### src/rtl/morningjava_hex_scroller.sv
// morningjava_hex_scroller: accepts a word over valid/ready and shows its hex digits MSB first, each held for a dwell period and then a blank gap.
// Define MORNINGJAVA_ZERO_BLANK_EN to skip leading zero nibbles.
module morningjava_hex_scroller #(
  parameter int NIBBLES      = 4,
  parameter int DWELL_CYCLES = 1000,
  parameter int GAP_CYCLES   = 250
) (
  input  logic                 clk,
  input  logic                 rst_n,
  input  logic                 in_valid,
  output logic                 in_ready,
  input  logic [4*NIBBLES-1:0] in_data,
  output logic [3:0]           digit,
  output logic                 digit_on,
  output logic                 dp,
  output logic                 busy
);
  localparam int MAXC = DWELL_CYCLES > GAP_CYCLES ? DWELL_CYCLES : GAP_CYCLES;
  localparam int TW = $clog2(MAXC + 1);
  localparam int IW = NIBBLES > 1 ? $clog2(NIBBLES) : 1;
  localparam logic [TW-1:0] DWELL_LD = TW'(DWELL_CYCLES - 1);
  localparam logic [TW-1:0] GAP_LD = TW'(GAP_CYCLES - 1);
  typedef enum logic [1:0] {IDLE, SHOW, GAP} state_t;
  state_t r_state;
  logic [TW-1:0] r_timer;
  logic [IW-1:0] r_idx, w_start, w_idx_dn;
  logic [4*NIBBLES-1:0] r_word;
  logic w_take;
  assign w_take = in_valid & in_ready;
  assign w_idx_dn = r_idx - 1'b1;
  assign busy = r_state != IDLE;
`ifdef MORNINGJAVA_ZERO_BLANK_EN
  // Highest nonzero nibble; an all-zero word falls back to nibble 0.
  always_comb begin
    w_start = '0;
    for (int i = 1; i < NIBBLES; i++) if (in_data[4*i +: 4] != 4'h0) w_start = IW'(i);
  end
`else
  assign w_start = IW'(NIBBLES - 1);
`endif
  always_ff @(posedge clk or negedge rst_n) begin
    if (!rst_n) begin
      r_state  <= IDLE;
      r_timer  <= '0;
      r_idx    <= '0;
      r_word   <= '0;
      in_ready <= 1'b0;
      digit    <= 4'h0;
      digit_on <= 1'b0;
      dp       <= 1'b0;
    end else begin
      case (r_state)
        IDLE: begin
          if (w_take) begin
            r_word   <= in_data;
            r_idx    <= w_start;
            r_timer  <= DWELL_LD;
            r_state  <= SHOW;
            in_ready <= 1'b0;
            digit    <= in_data[4*w_start +: 4];
            digit_on <= 1'b1;
            dp       <= w_start == '0;
          end else begin
            in_ready <= 1'b1;
          end
        end
        SHOW: begin
          if (r_timer != '0) begin
            r_timer <= r_timer - 1'b1;
          end else begin
            r_timer  <= GAP_LD;
            r_state  <= GAP;
            digit_on <= 1'b0;
            dp       <= 1'b0;
          end
        end
        GAP: begin
          if (r_timer != '0) begin
            r_timer <= r_timer - 1'b1;
          end else if (r_idx != '0) begin
            r_idx    <= w_idx_dn;
            r_timer  <= DWELL_LD;
            r_state  <= SHOW;
            digit    <= r_word[4*w_idx_dn +: 4];
            digit_on <= 1'b1;
            dp       <= w_idx_dn == '0;
          end else begin
            r_state  <= IDLE;
            in_ready <= 1'b1;
          end
        end
        default: r_state <= IDLE;
      endcase
    end
  end
endmodule
### config.mk
export PLATFORM = sky130hd
export DESIGN_NAME = morningjava_hex_scroller
export DESIGN_NICKNAME = d
export VERILOG_FILES = /design/src/rtl/morningjava_hex_scroller.sv
export SDC_FILE = /design/constraint.sdc
export NUM_CORES = 1
export LEC_CHECK = 0
export CAP_MARGIN = 20
export CORE_AREA = 5 5 69 71
export CTS_CLUSTER_SIZE = 8
export DETAILED_ROUTE_END_ITERATION = 6
export DIE_AREA = 0 0 74 76
export GPL_ROUTABILITY_DRIVEN = 0
export PLACE_DENSITY = 0.86
export RECOVER_POWER = 25
export SLEW_MARGIN = 20
export SYNTH_ARGS = -nofsm -noshare
export SYNTH_HDL_FRONTEND = slang
export SYNTH_SLANG_ARGS = --single-unit
### constraint.sdc
create_clock -name clk -period 2.6 [get_ports clk]
set_clock_uncertainty 0.2 [all_clocks]
set_input_delay 0.52 -clock clk [delete_from_list [all_inputs] [get_ports clk]]
set_output_delay 0.52 -clock clk [all_outputs]
set_load 0.03 [all_outputs]
# Yosys cells after proc, flatten, opt, wreduce, memory -nomap -nowiden
# Index checks and enable logic that the tools add are counted.
# totals
ff_bits,37
in_bits,19
output_inout_bits,8
elab_cells,64
# op_classes
n_addsub,2
eq_ne,8
shift,1
n_mux,31
bitwise_logic,1
reduce_logical,13
# ops
op,count
$mux W10,4
$pmux W10 S3,1
$shiftx A16 B5 Y4,1
$mux W2,6
$mux W4,3
$mux W1,11
$ne A2 B2 Y1 const B,5
$reduce_bool A10 Y1,1
$sub A10 B1 Y10 const B,1
$reduce_and A3 Y1,3
$pmux W4 S2,1
$pmux W1 S3,2
$pmux W2 S3,1
$reduce_bool A2 Y1,3
$reduce_and A5 Y1,1
$logic_not A2 Y1,2
$pmux W2 S2,1
$reduce_and A4 Y1,1
$ne A3 B3 Y1 const B,1
$reduce_bool A3 Y1,1
$eq A2 B1 Y1 const B,1
$eq A2 B2 Y1 const B,1
$pmux W1 S2,1
$reduce_and A2 Y1,1
2 further kinds,2

# Longest topological paths before layout
# depth
depth_word,5
ltp_mapped,7
depth_no_buf,6

# Worst setup path after synthesis
# No wires, ideal clock.
# synth_path
path_type,register to register
startpoint,reg r_timer[0]
endpoint,reg digit[0]
setup_time_ns,0.127
t_arrival_ns,1.989
t_required_ns,2.273
path_slack_ns,0.283
path_stages_with_launch,7
n_path_buf,0
period_less_slack_ns,2.317
cell_sequence,dfrtp_1 inv_1 ha_1 or3b_1 nor4_4 o21a_2 mux2_1
# synth_between
elab_chain_len,3
# synth_rtl
item,line,source
"start, declared",25,logic [TW-1:0] r_timer;
"start signal, assigned",69,r_timer <= r_timer - 1'b1;
"start signal, assigned",79,r_timer <= r_timer - 1'b1;
$reduce_bool A10 Y1,78,if (r_timer != '0) begin
$ne A2 B2 Y1 (no source line),-,
$reduce_and A4 Y1 (no source line),-,
"end signal, assigned",60,digit <= in_data[4*w_start +: 4];
"end signal, assigned",84,digit <= r_word[4*w_idx_dn +: 4];
"end, declared",13,"output logic [3:0] digit,"
# Every way passes these cells.
# A chain may end at the register's enable or synchronous reset.

# Worst setup path in the final report
# layout_path
startpoint,reg r_timer[0]
endpoint,reg r_timer[6]
# layout_between
elab_chain_len,3
word_cells_on_any_way,7
cone_classes,add/sub: 1; eq/ne: 1; mux: 3; reduce/logical: 2
# layout_rtl
item,line
$sub A10 B1 Y10 / $reduce_bool A10 Y1 (equally long branches),-
"$mux W10, or another cell as far along",78
$pmux W10 S3 / $reduce_and A3 Y1 (equally long branches),-
# Parallel ways exist; a longest one is shown, timed or not.

==> results by group <==
Worst setup path
  • CP max-delay cell: nor3b_2
  • Crit path cell chain: inv_1 -> ha_1 -> nor3b_2 -> nand4_1 -> nand3_1 -> o22a_1
  • CP Capture Type: flip-flop
  • CP Max Fanout: 8
  • Critical Path RT: roughly 2600 ps
  • Critical path launch point type: flip-flop
  • Setup CP Type: flip-flop to flip-flop
  • CP bufs+invs: 1
  • Crit path max-delay family: simple AND/OR/NAND/NOR gates
  • Arr. time, crit path: 2400 ps
  • Max incr delay on CP: 460 ps

Routing
  • Drt wl/cell: 17.1 µm
  • DRT iter0 DRCs: 134
  • Via count: 1667
  • DRT Pass-1 Iters: 4
  • Via density: 6.06
  • Routed Antenna Nets: 0
  • DRC: 0
  • Post-Route WL: 4690 µm

CTS
  • Root Buffer: clkbuf_8
  • Htree depth: 2
  • Worst-path clk slew: 70 ps
  • Clk_lat worst skew: about 290 ps
  • Bufs on Longest Clock Path: 2
  • Num CTS Buffers: 5
  • Hold buffers post-CTS: 0
  • CTS tree: done
  • Clk sinks: 37

Cells and area
  • Share of cells above drive strength 1: 22.4%
  • # diodes: 0
  • Syn-to-layout area delta: 22.8%
  • Fin nets: approximately 250

Power and ir drop
  • Sw power: 1100 µW
  • Combinational share of power: 46.9%
  • Leakage power total: 0.00112 µW
  • Total internal power: 1830 µW
  • Part of the power in the clock network: between 10% and 20%
  • Peak supply drop: about 0.54 mV
  • Total power: 2930 µW
  • Flop pwr share: 35.8%
  • Switching power share of the total: 37.5%
  • PD cells: approximately 1100 nW/µm²

Synthesis
  • Area share of the largest cell type after synthesis: ~43%
  • Area share of fa/ha/maj cells after synthesis: between 4 and 5%
  • Syn Nets: 211
  • Multiplexer share of the synthesized area: between 10% and 20%
  • Prevailing post-synth register cell: dfrtp_1
  • Synth Area in XOR/XNOR: 0%
  • #FFs+latches synth: 37
  • Largest family of logic cells by synthesized area: multiplexers
  • Post-synthesis cell count: 184
  • Post-synth top area cell: dfrtp_1
  • Post-Syn Area: 2140 µm²
  • Post-synth top cells: dfrtp_1 (37), mux2_2 (20), a21oi_1 (12)
  • Async SR Flop Fraction: 100%
  • Sequential share of the synthesized area: approximately 43%
  • Top post-synthesis cells by area: dfrtp_1 (43%), mux2_2 (11%), ha_1 (4.7%), mux4_2 (4.2%), o22a_1 (3.3%)
  • Count leader, synth: dfrtp_1
  • Number of flops mapped to enable cells by yosys: 0
  • Compound-Gate Fraction of Synth Area: 17.7%
  • Yosys Warn Count: 0
  • Synth Area in Simple Gates: 12.2%
  • Average cell area after synthesis: 11.6 µm²
  • Distinct cell type count of the synthesized netlist: 48

GRT
  • Number of global-route vias before repair: 1754
  • Total gr overflow: 0
  • Initial antenna violation count: 0
  • First-pass GRT wire length: 7950 µm
  • Pin count of the biggest net entering global routing: 38
  • Total GRT Usage: 18.2%

Placed design
  • DP Wirelength: 3530 µm
  • IO Port Bufs: 26

STA
  • Fin. Hold Viols: 0
  • Minimum clock period: 2370 ps
  • Max transition margin: 38.4%
  • Final Cycle Share: 91.0%
  • Final setup viols: 0
  • Fmax achieved: 422 MHz
  • Worst slew pin tran: 924 ps
  • RSZ-0062 raised after global routing: false
  • Max-slew violations: 0
  • Final setup TNS: 0 ps

Min path
  • Hold WC Path Type: flip-flop to flip-flop

Status
  • Status: finished, final reports clean

Floorplanning
  • Die Ht: 76 µm
  • Ports: 27
  • Die W: 74 µm
  • Row cnt: 24
  • CORE AREA: 4170 µm²
  • Die footprint: around 5600 µm²
  • Initial Util: 51.2%

Flow run
  • Max-cap violations: 0
==> stage by stage <==
step	instance area (µm²)	std cells	utilization, %	hold WS [ps]	setup WS (ps)
CTS	2620	275	62.9	304	63.1
global route	2620	275	62.9	318	132
finish	2620	275	62.9	298	233
global placement	2510	267	60.1	282	311
detailed placement	2510	267	60.1	288	254
floorplan	2140	184	-	24.4	283
==> state kept, by name, indices dropped and copies added (netlist names) <==
name      cells
digit         4
digit_on      1
dp            1
in_ready      1
r_idx         2
r_state       2
r_timer      10
r_word       16
==> layer usage <==
layer  up-vias  track usage, %  wire length [µm]
li1        788               -                 -
met1       818            22.3              1980
met2        52            29.9              2350
met3         9            3.56               247
met4         0            9.06               111
met5         -               0                 0
==> cell families after synthesis <==
family / after synthesis
AOI/OAI and AO/OA: 50
and+or+nand+nor: 42
muxes: 33
buffers and inverters: 14
adders and majority gates: 8
DFF: 37
==> power groups by stage <==
stage	sequential, µW	clock [µW]	combinational [µW]
after floorplan	1080	0	915
after global placement	1030	0	1340
after detailed placement	1050	0	1380
after CTS	1040	518	1380
after global routing	1080	537	1500
final	1050	508	1380
==> worst reg2reg max path, cell delays in order (launching register included) <==
cell	delay, ps
dfrtp_1	430
inv_1	110
ha_1	180
nor3b_2	460
nand4_1	340
nand3_1	380
o22a_1	210
==> what timing repair did <==
item,4_1_cts,5_1_grt
setup buffers,0,0
resized for setup,0,1
setup endpoints to repair,0,1
hold endpoints to repair,0,0
==> layout make-up <==
class,instances,area [µm²]
fillers,328,1550
clock buffers,7,86.3
inverters,10,37.5
well taps,52,65.1
flip-flops and latches,37,926
repair buffers,35,328
multi-input cells,133,1150
clock inverters,1,30.0
==> layout by cell type (no fill, tap or decap), types with 3 or more instances in the layout <==
cell / count
nand2_1: 5
clkdlybuf4s50_1: 24
buf_4: 8
nor3_1: 6
ha_1: 8
o21ai_0: 3
a211oi_1: 3
o211ai_1: 3
o311a_1: 3
mux2i_1: 4
o22a_1: 8
nor2_1: 10
clkbuf_8: 6
a21oi_1: 12
dfrtp_1: 37
nand3_1: 3
mux2_1: 5
inv_1: 10
mux4_2: 4
mux2_2: 20
==> final timing paths <==
| path | cells after the start | from | slack (ps) | end |
|---|---|---|---|---|
| min in group asynchronous | 2 | rst_n | 690 | r_word[4] |
| worst max-delay path | 6 | r_timer[0] | 230 | r_timer[6] |
| worst max register to register | 6 | r_timer[0] | 230 | r_timer[6] |
| max in group asynchronous | 2 | rst_n | 930 | r_timer[6] |
| worst min-delay path | 1 | digit[1] | 300 | digit[1] |
| worst min register to register | 1 | digit[1] | 300 | digit[1] |
(Power assumes the default switching activity.)
